**src/rtl/lsu_pkg.sv**
```systemverilog
// Shared encodings and default memory map for the load/store unit.
package lsu_pkg;

  // Access size encodings carried on core_hb_i
  localparam logic [1:0] HB_BYTE = 2'b00;
  localparam logic [1:0] HB_HALF = 2'b01;
  localparam logic [1:0] HB_WORD = 2'b10;
  localparam logic [1:0] HB_RSV  = 2'b11;

  // Controller states
  typedef enum logic [1:0] {
    ST_IDLE   = 2'b00,
    ST_ACCESS = 2'b01,
    ST_RESP   = 2'b10
  } state_e;

  // Default slave indices
  localparam int SLV_ROM  = 0;
  localparam int SLV_RAM  = 1;
  localparam int SLV_UART = 2;

  // Default memory map
  localparam logic [31:0] ROM_BASE  = 32'h0000_0000;
  localparam logic [31:0] ROM_SIZE  = 32'h0000_0100;
  localparam logic [31:0] RAM_BASE  = 32'h0000_0100;
  localparam logic [31:0] RAM_SIZE  = 32'h0000_0100;
  localparam logic [31:0] UART_BASE = 32'h0000_0200;
  localparam logic [31:0] UART_SIZE = 32'h0000_0010;

  // Byte enables for an access of the given size at the given byte offset
  function automatic logic [3:0] be_gen(input logic [1:0] hb, input logic [1:0] lsb);
    case (hb)
      HB_BYTE: be_gen = 4'b0001 << lsb;
      HB_HALF: be_gen = 4'b0011 << lsb;
      default: be_gen = 4'b1111;
    endcase
  endfunction

  // Replicate right-aligned store data across all lanes it may land on
  function automatic logic [31:0] wdata_gen(input logic [1:0] hb, input logic [31:0] wdata);
    case (hb)
      HB_BYTE: wdata_gen = {4{wdata[7:0]}};
      HB_HALF: wdata_gen = {2{wdata[15:0]}};
      default: wdata_gen = wdata;
    endcase
  endfunction

endpackage

```
**src/rtl/lsu_addr_decode.sv**
```systemverilog
// Combinational region decode: one-hot hit, hit flag and region-relative offset.
// Bounds are compared in 33 bits so a region ending at the top of the
// address space cannot wrap. Lowest index wins on overlapping regions.
module lsu_addr_decode
  import lsu_pkg::*;
#(
  parameter int NUM_SLV = 3
) (
  input  logic [31:0]           addr_i,
  input  logic [NUM_SLV*32-1:0] base_vec_i,
  input  logic [NUM_SLV*32-1:0] size_vec_i,
  output logic [NUM_SLV-1:0]    hit_oh_o,
  output logic                  hit_o,
  output logic [31:0]           offset_o
);

  logic [32:0] addr_ext;

  assign addr_ext = {1'b0, addr_i};

  // Scan from highest to lowest index so the lowest matching slave is kept
  always_comb begin
    hit_oh_o = '0;
    hit_o    = 1'b0;
    offset_o = '0;
    for (int i = NUM_SLV - 1; i >= 0; i--) begin
      if ((size_vec_i[32*i +: 32] != 32'd0) &&
          (addr_ext >= {1'b0, base_vec_i[32*i +: 32]}) &&
          (addr_ext <= ({1'b0, base_vec_i[32*i +: 32]} +
                        {1'b0, size_vec_i[32*i +: 32]} - 33'd1))) begin
        hit_oh_o    = '0;
        hit_oh_o[i] = 1'b1;
        hit_o       = 1'b1;
        offset_o    = addr_i - base_vec_i[32*i +: 32];
      end
    end
  end

endmodule

```
**src/rtl/lsu_ctrl.sv**
```systemverilog
// Load/store unit: core data port to multi-slave peripheral bus with timeout.
//
// state     | meaning
// ----------+-------------------------------------------------------------
// ST_IDLE   | ready for a core request; illegal requests go straight to RESP
// ST_ACCESS | bus cycle in flight, waiting for the selected slave's ack
// ST_RESP   | one-cycle response strobe to the core
module lsu_ctrl
  import lsu_pkg::*;
#(
  parameter int                    NUM_SLV  = 3,
  parameter logic [NUM_SLV*32-1:0] BASE_VEC = {UART_BASE, RAM_BASE, ROM_BASE},
  parameter logic [NUM_SLV*32-1:0] SIZE_VEC = {UART_SIZE, RAM_SIZE, ROM_SIZE},
  parameter int                    TIMEOUT  = 15,
  parameter int                    CNT_W    = $clog2(TIMEOUT + 1)
) (
  input  logic                  clk_i,
  input  logic                  rst_ni,
  input  logic                  core_req_i,
  input  logic                  core_we_i,
  input  logic [1:0]            core_hb_i,
  input  logic                  core_uns_i,
  input  logic [31:0]           core_addr_i,
  input  logic [31:0]           core_wdata_i,
  output logic                  core_ready_o,
  output logic                  core_rvalid_o,
  output logic [31:0]           core_rdata_o,
  output logic                  core_err_o,
  output logic                  bus_req_o,
  output logic [NUM_SLV-1:0]    bus_cs_o,
  output logic [31:0]           bus_addr_o,
  output logic                  bus_we_o,
  output logic [3:0]            bus_be_o,
  output logic [31:0]           bus_wdata_o,
  input  logic [NUM_SLV*32-1:0] bus_rdata_i,
  input  logic [NUM_SLV-1:0]    bus_ack_i
);

  localparam logic [CNT_W-1:0] CNT_LAST = CNT_W'(TIMEOUT - 1);

  state_e               state_q, state_d;
  logic [CNT_W-1:0]     cnt_q, cnt_d;
  logic [1:0]           lsb_q, lsb_d;
  logic                 we_q, we_d;
  logic [1:0]           hb_q, hb_d;
  logic                 uns_q, uns_d;
  logic                 bus_req_q, bus_req_d;
  logic [NUM_SLV-1:0]   bus_cs_q, bus_cs_d;
  logic [31:0]          bus_addr_q, bus_addr_d;
  logic                 bus_we_q, bus_we_d;
  logic [3:0]           bus_be_q, bus_be_d;
  logic [31:0]          bus_wdata_q, bus_wdata_d;
  logic                 rvalid_q, rvalid_d;
  logic [31:0]          rdata_q, rdata_d;
  logic                 err_q, err_d;

  logic [NUM_SLV-1:0]   dec_hit_oh;
  logic                 dec_hit;
  logic [31:0]          dec_offset;
  logic                 misaligned;
  logic                 req_err;
  logic                 ack_sel;
  logic [31:0]          rdata_sel;
  logic [7:0]           lane_b;
  logic [15:0]          lane_h;
  logic [31:0]          load_ext;

  lsu_addr_decode #(
    .NUM_SLV (NUM_SLV)
  ) u_decode (
    .addr_i     (core_addr_i),
    .base_vec_i (BASE_VEC),
    .size_vec_i (SIZE_VEC),
    .hit_oh_o   (dec_hit_oh),
    .hit_o      (dec_hit),
    .offset_o   (dec_offset)
  );

  assign misaligned = ((core_hb_i == HB_HALF) && core_addr_i[0]) ||
                      ((core_hb_i == HB_WORD) && (core_addr_i[1:0] != 2'b00));
  assign req_err    = misaligned || !dec_hit || (core_hb_i == HB_RSV);

  // Acks from slaves other than the selected one must not end the access
  assign ack_sel = |(bus_ack_i & bus_cs_q);

  // Pick the selected slave's read data
  always_comb begin
    rdata_sel = '0;
    for (int i = 0; i < NUM_SLV; i++) begin
      if (bus_cs_q[i]) rdata_sel = rdata_sel | bus_rdata_i[32*i +: 32];
    end
  end

  // Lane extraction and sign/zero extension of load data
  always_comb begin
    lane_b   = rdata_sel[7:0];
    lane_h   = rdata_sel[15:0];
    load_ext = rdata_sel;
    case (lsb_q)
      2'd0:    lane_b = rdata_sel[7:0];
      2'd1:    lane_b = rdata_sel[15:8];
      2'd2:    lane_b = rdata_sel[23:16];
      default: lane_b = rdata_sel[31:24];
    endcase
    lane_h = lsb_q[1] ? rdata_sel[31:16] : rdata_sel[15:0];
    case (hb_q)
      HB_BYTE: load_ext = uns_q ? {24'd0, lane_b} : {{24{lane_b[7]}}, lane_b};
      HB_HALF: load_ext = uns_q ? {16'd0, lane_h} : {{16{lane_h[15]}}, lane_h};
      default: load_ext = rdata_sel;
    endcase
  end

  // Next-state and registered-output logic
  always_comb begin
    state_d     = state_q;
    cnt_d       = cnt_q;
    lsb_d       = lsb_q;
    we_d        = we_q;
    hb_d        = hb_q;
    uns_d       = uns_q;
    bus_req_d   = bus_req_q;
    bus_cs_d    = bus_cs_q;
    bus_addr_d  = bus_addr_q;
    bus_we_d    = bus_we_q;
    bus_be_d    = bus_be_q;
    bus_wdata_d = bus_wdata_q;
    rvalid_d    = 1'b0;
    rdata_d     = '0;
    err_d       = 1'b0;

    case (state_q)
      ST_IDLE: begin
        if (core_req_i) begin
          lsb_d = core_addr_i[1:0];
          we_d  = core_we_i;
          hb_d  = core_hb_i;
          uns_d = core_uns_i;
          if (req_err) begin
            state_d  = ST_RESP;
            rvalid_d = 1'b1;
            err_d    = 1'b1;
          end else begin
            state_d     = ST_ACCESS;
            cnt_d       = '0;
            bus_req_d   = 1'b1;
            bus_cs_d    = dec_hit_oh;
            bus_addr_d  = dec_offset;
            bus_we_d    = core_we_i;
            bus_be_d    = be_gen(core_hb_i, core_addr_i[1:0]);
            bus_wdata_d = wdata_gen(core_hb_i, core_wdata_i);
          end
        end
      end

      ST_ACCESS: begin
        if (ack_sel || (cnt_q == CNT_LAST)) begin
          state_d     = ST_RESP;
          rvalid_d    = 1'b1;
          err_d       = !ack_sel;
          rdata_d     = (ack_sel && !we_q) ? load_ext : 32'd0;
          bus_req_d   = 1'b0;
          bus_cs_d    = '0;
          bus_addr_d  = '0;
          bus_we_d    = 1'b0;
          bus_be_d    = '0;
          bus_wdata_d = '0;
        end else begin
          cnt_d = cnt_q + CNT_W'(1);
        end
      end

      ST_RESP: state_d = ST_IDLE;

      default: state_d = ST_IDLE;
    endcase
  end

  // State and output registers, cleared asynchronously
  always_ff @(posedge clk_i or negedge rst_ni) begin
    if (!rst_ni) begin
      state_q     <= ST_IDLE;
      cnt_q       <= '0;
      lsb_q       <= '0;
      we_q        <= 1'b0;
      hb_q        <= '0;
      uns_q       <= 1'b0;
      bus_req_q   <= 1'b0;
      bus_cs_q    <= '0;
      bus_addr_q  <= '0;
      bus_we_q    <= 1'b0;
      bus_be_q    <= '0;
      bus_wdata_q <= '0;
      rvalid_q    <= 1'b0;
      rdata_q     <= '0;
      err_q       <= 1'b0;
    end else begin
      state_q     <= state_d;
      cnt_q       <= cnt_d;
      lsb_q       <= lsb_d;
      we_q        <= we_d;
      hb_q        <= hb_d;
      uns_q       <= uns_d;
      bus_req_q   <= bus_req_d;
      bus_cs_q    <= bus_cs_d;
      bus_addr_q  <= bus_addr_d;
      bus_we_q    <= bus_we_d;
      bus_be_q    <= bus_be_d;
      bus_wdata_q <= bus_wdata_d;
      rvalid_q    <= rvalid_d;
      rdata_q     <= rdata_d;
      err_q       <= err_d;
    end
  end

  assign core_ready_o  = (state_q == ST_IDLE);
  assign core_rvalid_o = rvalid_q;
  assign core_rdata_o  = rdata_q;
  assign core_err_o    = err_q;
  assign bus_req_o     = bus_req_q;
  assign bus_cs_o      = bus_cs_q;
  assign bus_addr_o    = bus_addr_q;
  assign bus_we_o      = bus_we_q;
  assign bus_be_o      = bus_be_q;
  assign bus_wdata_o   = bus_wdata_q;

endmodule

```
**config.mk**
```make
export PLATFORM = sky130hd
export DESIGN_NAME = lsu_ctrl
export DESIGN_NICKNAME = d
export VERILOG_FILES = /design/src/rtl/lsu_pkg.sv /design/src/rtl/lsu_addr_decode.sv /design/src/rtl/lsu_ctrl.sv
export SDC_FILE = /design/constraint.sdc
export NUM_CORES = 1
export LEC_CHECK = 0
export ABC_AREA = 1
export ABC_CLOCK_PERIOD_IN_PS = 3350
export CAP_MARGIN = 20
export CORE_MARGIN = 5
export CORE_UTILIZATION = 50
export CTS_CLUSTER_DIAMETER = 50
export CTS_CLUSTER_SIZE = 12
export DETAILED_ROUTE_END_ITERATION = 8
export GPL_TIMING_DRIVEN = 0
export HOLD_SLACK_MARGIN = 0.02
export PLACE_DENSITY = 0.73
export SYNTH_ARGS = -nofsm -noshare
export SYNTH_HDL_FRONTEND = slang
export SYNTH_HIERARCHICAL = 1
export SYNTH_SLANG_ARGS = --single-unit
```
**constraint.sdc**
```tcl
create_clock -name clk_i -period 3.35 [get_ports clk_i]
set_input_delay 0.67 -clock clk_i [delete_from_list [all_inputs] [get_ports clk_i]]
set_output_delay 0.67 -clock clk_i [all_outputs]
set_load 0.02 [all_outputs]
```
# Yosys cells after proc, flatten, opt, wreduce, memory -nomap -nowiden
# Index checks and enable logic that the tools add are counted.
[totals]
ff_bits = 119
latch_bits = 0
ram_bits = 0
rom_bits = 0
inputBits = 170
output_inout_bits = 108
elab_cells = 123
mem_count = 0
[op_classes]
addsub = 3
n_mul = 0
div_mod_pow = 0
n_lt_le_gt_ge = 6
eq_ne = 12
shifts = 2
muxes = 58
n_bitwise = 3
reduce_logical = 24
[op_table]
columns = ["operator", "count"]
rows = [
  ["$mux W32", 16],
  ["$pmux W32 S2", 4],
  ["$or A32 B32 Y32", 2],
  ["$ge A32 B1 Y1 const B", 1],
  ["$ge A32 B10 Y1 const B", 1],
  ["$ge A32 B9 Y1 const B", 1],
  ["$le A32 B10 Y1 const B", 1],
  ["$le A32 B8 Y1 const B", 1],
  ["$le A32 B9 Y1 const B", 1],
  ["$sub A32 B10 Y32 const B", 1],
  ["$sub A32 B9 Y32 const B", 1],
  ["$mux W4", 6],
  ["$pmux W4 S2", 3],
  ["$pmux W8 S3", 1],
  ["$mux W3", 6],
  ["$mux W16", 1],
  ["$mux W1", 12],
  ["$eq A2 B1 Y1 const B", 4],
  ["$logic_not A2 Y1", 4],
  ["$ne A2 B2 Y1 const B", 4],
  ["$pmux W1 S2", 4],
  ["$reduce_and A4 Y1", 2],
  ["$eq A2 B2 Y1 const B", 3],
  ["$logic_and A1 B1 Y1", 6],
  ["other kinds (13)", 22],
]

# Depth between registers and ports, before layout
[depth]
depth_word = 11
ltp_mapped = 40
depth_no_buf = 37

# By module
# The synthesis kept the hierarchy.
[by_module_without_submodules]
columns = ["module", "instances", "cells_each", "area_each_um2"]
rows = [
  ["lsu_addr_decode", 1, 2735, 16090.4],
  ["lsu_ctrl", 1, 776, 5944.5],
]

# Worst setup path after synthesis
# Ideal clock, no wire load.
[synth_path]
kind = "input port to flip-flop"
from = "input core_addr_i[3]"
to = "register bus_addr_q[22], in the netlist bus_addr_o[22]"
setup_time_ns = 0.131
arrival_time_ns = 3.021
t_required_ns = 3.219
setup_slack_ns = 0.198
cell_stages = 24
n_path_buf = 4
cell_sequence = "ha_1 nand2_1 o21ai_2 nand2_1 nand3_2 a21oi_2 inv_1 nand2_1 nand2_1 nand2_1 nand3_1 nand2_1 inv_1 nand2_2 buf_6 buf_4 nand3_1 nand2_2 nor2_4 o21ai_4 buf_6 buf_6 nand2_1 o21ai_0"
[synth_via]
elab_chain_cells = 10
elab_cells_between_ends = 25
cone_classes = "2 x add/sub; 6 x order compare; 1 x eq/ne; 9 x mux; 7 x reduce/logical"
[synth_rtl]
columns = ["item", "line", "source"]
rows = [
  ["from (decl)", "lsu_ctrl.sv:23", "input logic [31:0] core_addr_i,"],
  ["$ge A32 B10 Y1 or $le A32 B10 Y1 (tied branches)", "lsu_addr_decode.sv:28, lsu_addr_decode.sv:29", ""],
  ["$logic_and A1 B1 Y1", "lsu_addr_decode.sv:28", "(addr_ext >= {1'b0, base_vec_i[32*i +: 32]}) &&"],
  ["$mux W1 (2 in series)", "lsu_addr_decode.sv:27", "if ((size_vec_i[32*i +: 32] != 32'd0) &&"],
  ["$mux W1 (*)", "lsu_addr_decode.sv:27", ""],
  ["named net dec_hit", "lsu_ctrl.sv:58", "logic dec_hit;"],
  ["$logic_not A1 Y1 (*)", "lsu_ctrl.sv:81", "assign req_err = misaligned || !dec_hit || (core_hb_i == HB_RSV);"],
  ["$logic_or A1 B1 Y1 (*) (2 in series)", "lsu_ctrl.sv:81", ""],
  ["$ne A2 B2 Y1 (no source line) (*)", "n/a", ""],
  ["$reduce_and A4 Y1 (no source line) (*)", "n/a", ""],
  ["to (signal assigned)", "lsu_ctrl.sv:205", "bus_addr_q <= bus_addr_d;"],
  ["to (decl)", "lsu_ctrl.sv:49", "logic [31:0] bus_addr_q, bus_addr_d;"],
]
# Mark *: on every way through the listed nets, which the timed path passes. The rest lies on a longest branch. The select of a mux whose other input is x is not followed.
# A chain may end at the register's enable or synchronous reset.

# Final worst setup path
[layout_path]
from = "input core_addr_i[0]"
to = "register bus_wdata_q[30], in the netlist bus_wdata_o[30]"
[layout_via]
elab_chain_cells = 10
elab_cells_between_ends = 21
cone_classes = "6 x order compare; 1 x eq/ne; 3 x mux; 11 x reduce/logical"
[layout_rtl]
columns = ["item", "line", "source"]
rows = [
  ["$ge A32 B10 Y1 or $le A32 B10 Y1 (tied branches)", "lsu_addr_decode.sv:28, lsu_addr_decode.sv:29", ""],
  ["$logic_and A1 B1 Y1", "lsu_addr_decode.sv:28", ""],
  ["$mux W1 (2 in series)", "lsu_addr_decode.sv:27", ""],
  ["$mux W1 (*)", "lsu_addr_decode.sv:27", ""],
  ["named net dec_hit", "lsu_ctrl.sv:58", ""],
  ["$logic_not A1 Y1 (*)", "lsu_ctrl.sv:81", ""],
  ["$logic_or A1 B1 Y1 (*) (2 in series)", "lsu_ctrl.sv:81", ""],
  ["$ne A2 B2 Y1 (no source line) (*)", "n/a", ""],
  ["$reduce_and A4 Y1 (no source line) (*)", "n/a", ""],
  ["to (signal assigned)", "lsu_ctrl.sv:208", "bus_wdata_q <= bus_wdata_d;"],
  ["to (decl)", "lsu_ctrl.sv:52", "logic [31:0] bus_wdata_q, bus_wdata_d;"],
]
# Mark *: on every way through the listed nets, which the timed path passes. The rest lies on a longest branch.

==> impl_metrics.toml <==
[logic_synthesis]
synth-warning-count = 6
ys.flop_type = "dfrtp_1"
synth_area_leader_cell = "ha_1"
synth_seq_area_share = 0.135
synth_area_um2 = 22000
synth_top_area_frac = 0.217
synth_edf_count = 0
yosysMostFrequentCell = "nand2_1"
synth_area_per_cell_um2 = 6.28
synth_common_cells = "877 x nand2_1, 647 x inv_1, 383 x ha_1"
ys_async_sr_fraction = 1.00
syn_inst = 3511
yosys-top-cells-area = "ha_1 22%, nand2_1 15%, dfrtp_1 14%"
synth-seq-cells = 119
ys_types = 57

[worst_setup_path]
crit_top_cell = "buf_12"
cp-end-kind = "register"
worst_setup_path_start_kind = "input pin"
path_class = "in2reg"
path_max_fanout = 10
slowest_stage = "clkinvlp_4"
cp.required_ns = 3.68
critPathBufInv = 7
arrival_ns = 3.61
path_cells = "buf_6 -> clkinvlp_4 -> buf_6 -> ha_1 -> nand4_1 -> nor4b_2 -> nand3_1 -> nor2_1 -> nor2_1 -> nand2_1 -> nand2_2 -> buf_12 -> nand3_4 -> nand2_4 -> nor2_4 -> o21ai_4 -> buf_12 -> buf_12 -> buf_12 -> nand2_1 -> o21ai_1"
max_stage_delay_ns = 0.27
crit_family = "simple AND/OR/NAND/NOR gates"

[clock_tree]
htree_levels = 4
clock_path_buffers = 3
cts_buffers = 25
clock_latency_ns = 0.47
cts_tree = "done"
root_buffer = "clkbuf_16"
path_clk_slew_ns = 0.05
cts_hold_buf = 0
cts.sinks = 119

[die]
die_w_um = 220
dieArea_um2 = 48400
io-pin-count = 278
std_cell_rows = 77
die_h_um = 220
core_area_um2 = 43900
start_util = 0.502

[detailed_routing]
routed_wl_um = 78100
dr.pass1.iters = 8
drc = 0
routedWlPerCell_um = 16.6
vias = 23976
dr.first_iter.drc_count = 2063
vias_per_cell = 5.10
ant_nets = 0

[hold_path]
hp-class = "in2async"

[cells_and_area]
area_delta_synth_final_pct = 28.5
layout.nets = 4660
design_area_um2 = 28300
final_core_util = 0.644
drive_gt1_frac = 0.0709

[global_route]
grt_pass1_vias = 22329
antenna_found_initial = 2
track_usage = 0.308
grt_overflow = 0
grt_pass1_wl_um = 119000
grt_max_degree = 65

[sta]
worstMarginPinSlew_ns = 0.708
max_slew_margin = 0.523
hold_viol = 0
setup_viol = 0
timing.hold.ws_ns = 0.158
fin_crit_ns = 3.27
slew_violations = 0
timing.final.crit_share = 0.978
rsz0062_at_grt = "true"
clock.fmax_ghz = 0.305
worst_slack_ns = 0.0752
finClkSkew_ns = 0.0209

[outcome]
status = "finished clean"

[power]
p_leak_nw = 15.0
peakVddDrop_uv = 504
power_density_nw_per_um2 = 498
total_power_mw = 14.1

[placement]
dp_hpwl_um = 65000
finalWeightedCongestion = 0.984
preCtsSetupSlack_ns = -1.71
placement.io_buffers = 276
dpl_cell_area_um2 = 26600

[job]
cap_violations = 0
## cells in the final DEF (no fill, tap or decap), types with 39 or more instances in the layout
| master | synthesis | final |
|---|---|---|
| o21ai_1 | 62 | 69 |
| ha_4 | 0 | 39 |
| a21oi_1 | 280 | 273 |
| nor2_1 | 291 | 275 |
| conb_1 | 2 | 265 |
| clkdlybuf4s50_1 | 0 | 243 |
| xor2_1 | 98 | 98 |
| dfrtp_1 | 119 | 119 |
| nand3_1 | 117 | 114 |
| ha_1 | 383 | 330 |
| xnor2_1 | 74 | 74 |
| inv_1 | 647 | 645 |
| o21ai_0 | 148 | 139 |
| nand2_1 | 877 | 872 |
| nand4_1 | 66 | 66 |
## layer usage
metal	track usage	routed length [um]
met5	0	0
met4	0.126	3610
met3	0.0364	5820
met2	0.517	34900
met1	0.403	33800
## final timing paths
path	depth (start not counted)	slack [ns]	to	startpoint
worst max-delay path	21	0.08	bus_wdata_o[30]$_DFFE_PN0P_	core_addr_i[0]
worst min-delay path	1	0.16	bus_wdata_o[19]$_DFFE_PN0P_	rst_ni
worst max register to register	6	1.47	core_rdata_o[9]$_DFF_PN0_	lsb_q[1]$_DFFE_PN0P_
worst min register to register	2	0.48	bus_wdata_o[12]$_DFFE_PN0P_	bus_wdata_o[12]$_DFFE_PN0P_
max in group asynchronous	2	2.45	core_rdata_o[11]$_DFF_PN0_	rst_ni
min in group clk_i	2	0.48	bus_wdata_o[12]$_DFFE_PN0P_	bus_wdata_o[12]$_DFFE_PN0P_
## timing repair
| item | in CTS | in global routing |
|---|---|---|
| hold endpoints to repair | 0 | 0 |
| endpoints found under the setup margin | 81 | 78 |
| gates resized for setup | 299 | 77 |
| gates cloned | 1 | 2 |
| setup buffers | 15 | 8 |
| pin swaps | 19 | 12 |
## stage by stage
| step | cells | TNS (ns) |
|---|---|---|
| finish | 4700 | 0 |
| global route | 4700 | -0.0309 |
| CTS | 4690 | 0 |
| detailed placement | 4643 | -131.09 |
| global placement | 4642 | -491.33 |
| floorplan | 3774 | 0 |
## report_power, final
part           internal (mW)  leakage, nW  switching [mW]
Clock                   1.37        0.329           0.676
Combinational           3.81         13.1            5.94
Sequential              1.95         1.57           0.335
## state kept, by name, summed over array words and instances (netlist names)
| name | count |
|---|---|
| bus_addr_o | 32 |
| bus_wdata_o | 32 |
| core_rdata_o | 32 |
| bus_be_o | 4 |
| cnt_q | 4 |
| bus_cs_o | 3 |
| hb_q | 2 |
| lsb_q | 2 |
| state_q | 2 |
| bus_req_o | 1 |
| bus_we_o | 1 |
| core_err_o | 1 |
| core_rvalid_o | 1 |
| uns_q | 1 |
| we_q | 1 |
## final cells by class
type	count	area [um2]
Antenna cell	2	5.00
Buffer	58	428
Clock buffer	29	661
Clock inverter	3	20.0
Fill cell	4249	15600
Inverter	659	2480
Multi-Input combinational cell	2935	17900
Sequential cell	119	2980
Tap cell	592	741
Timing Repair Buffer	303	3080
## cells by family after synthesis
logic type | Yosys count | synth area share
compound gates | 650 | 0.166
xor+xnor | 172 | 0.0684
fa+ha+maj | 389 | 0.223
buf+inv | 720 | 0.130
flops | 119 | 0.135
mux | 1 | 0.000454
other cells | 2 | 0.000341
simple gates | 1458 | 0.277
Note: power is estimated with default switching activity, not from simulation.
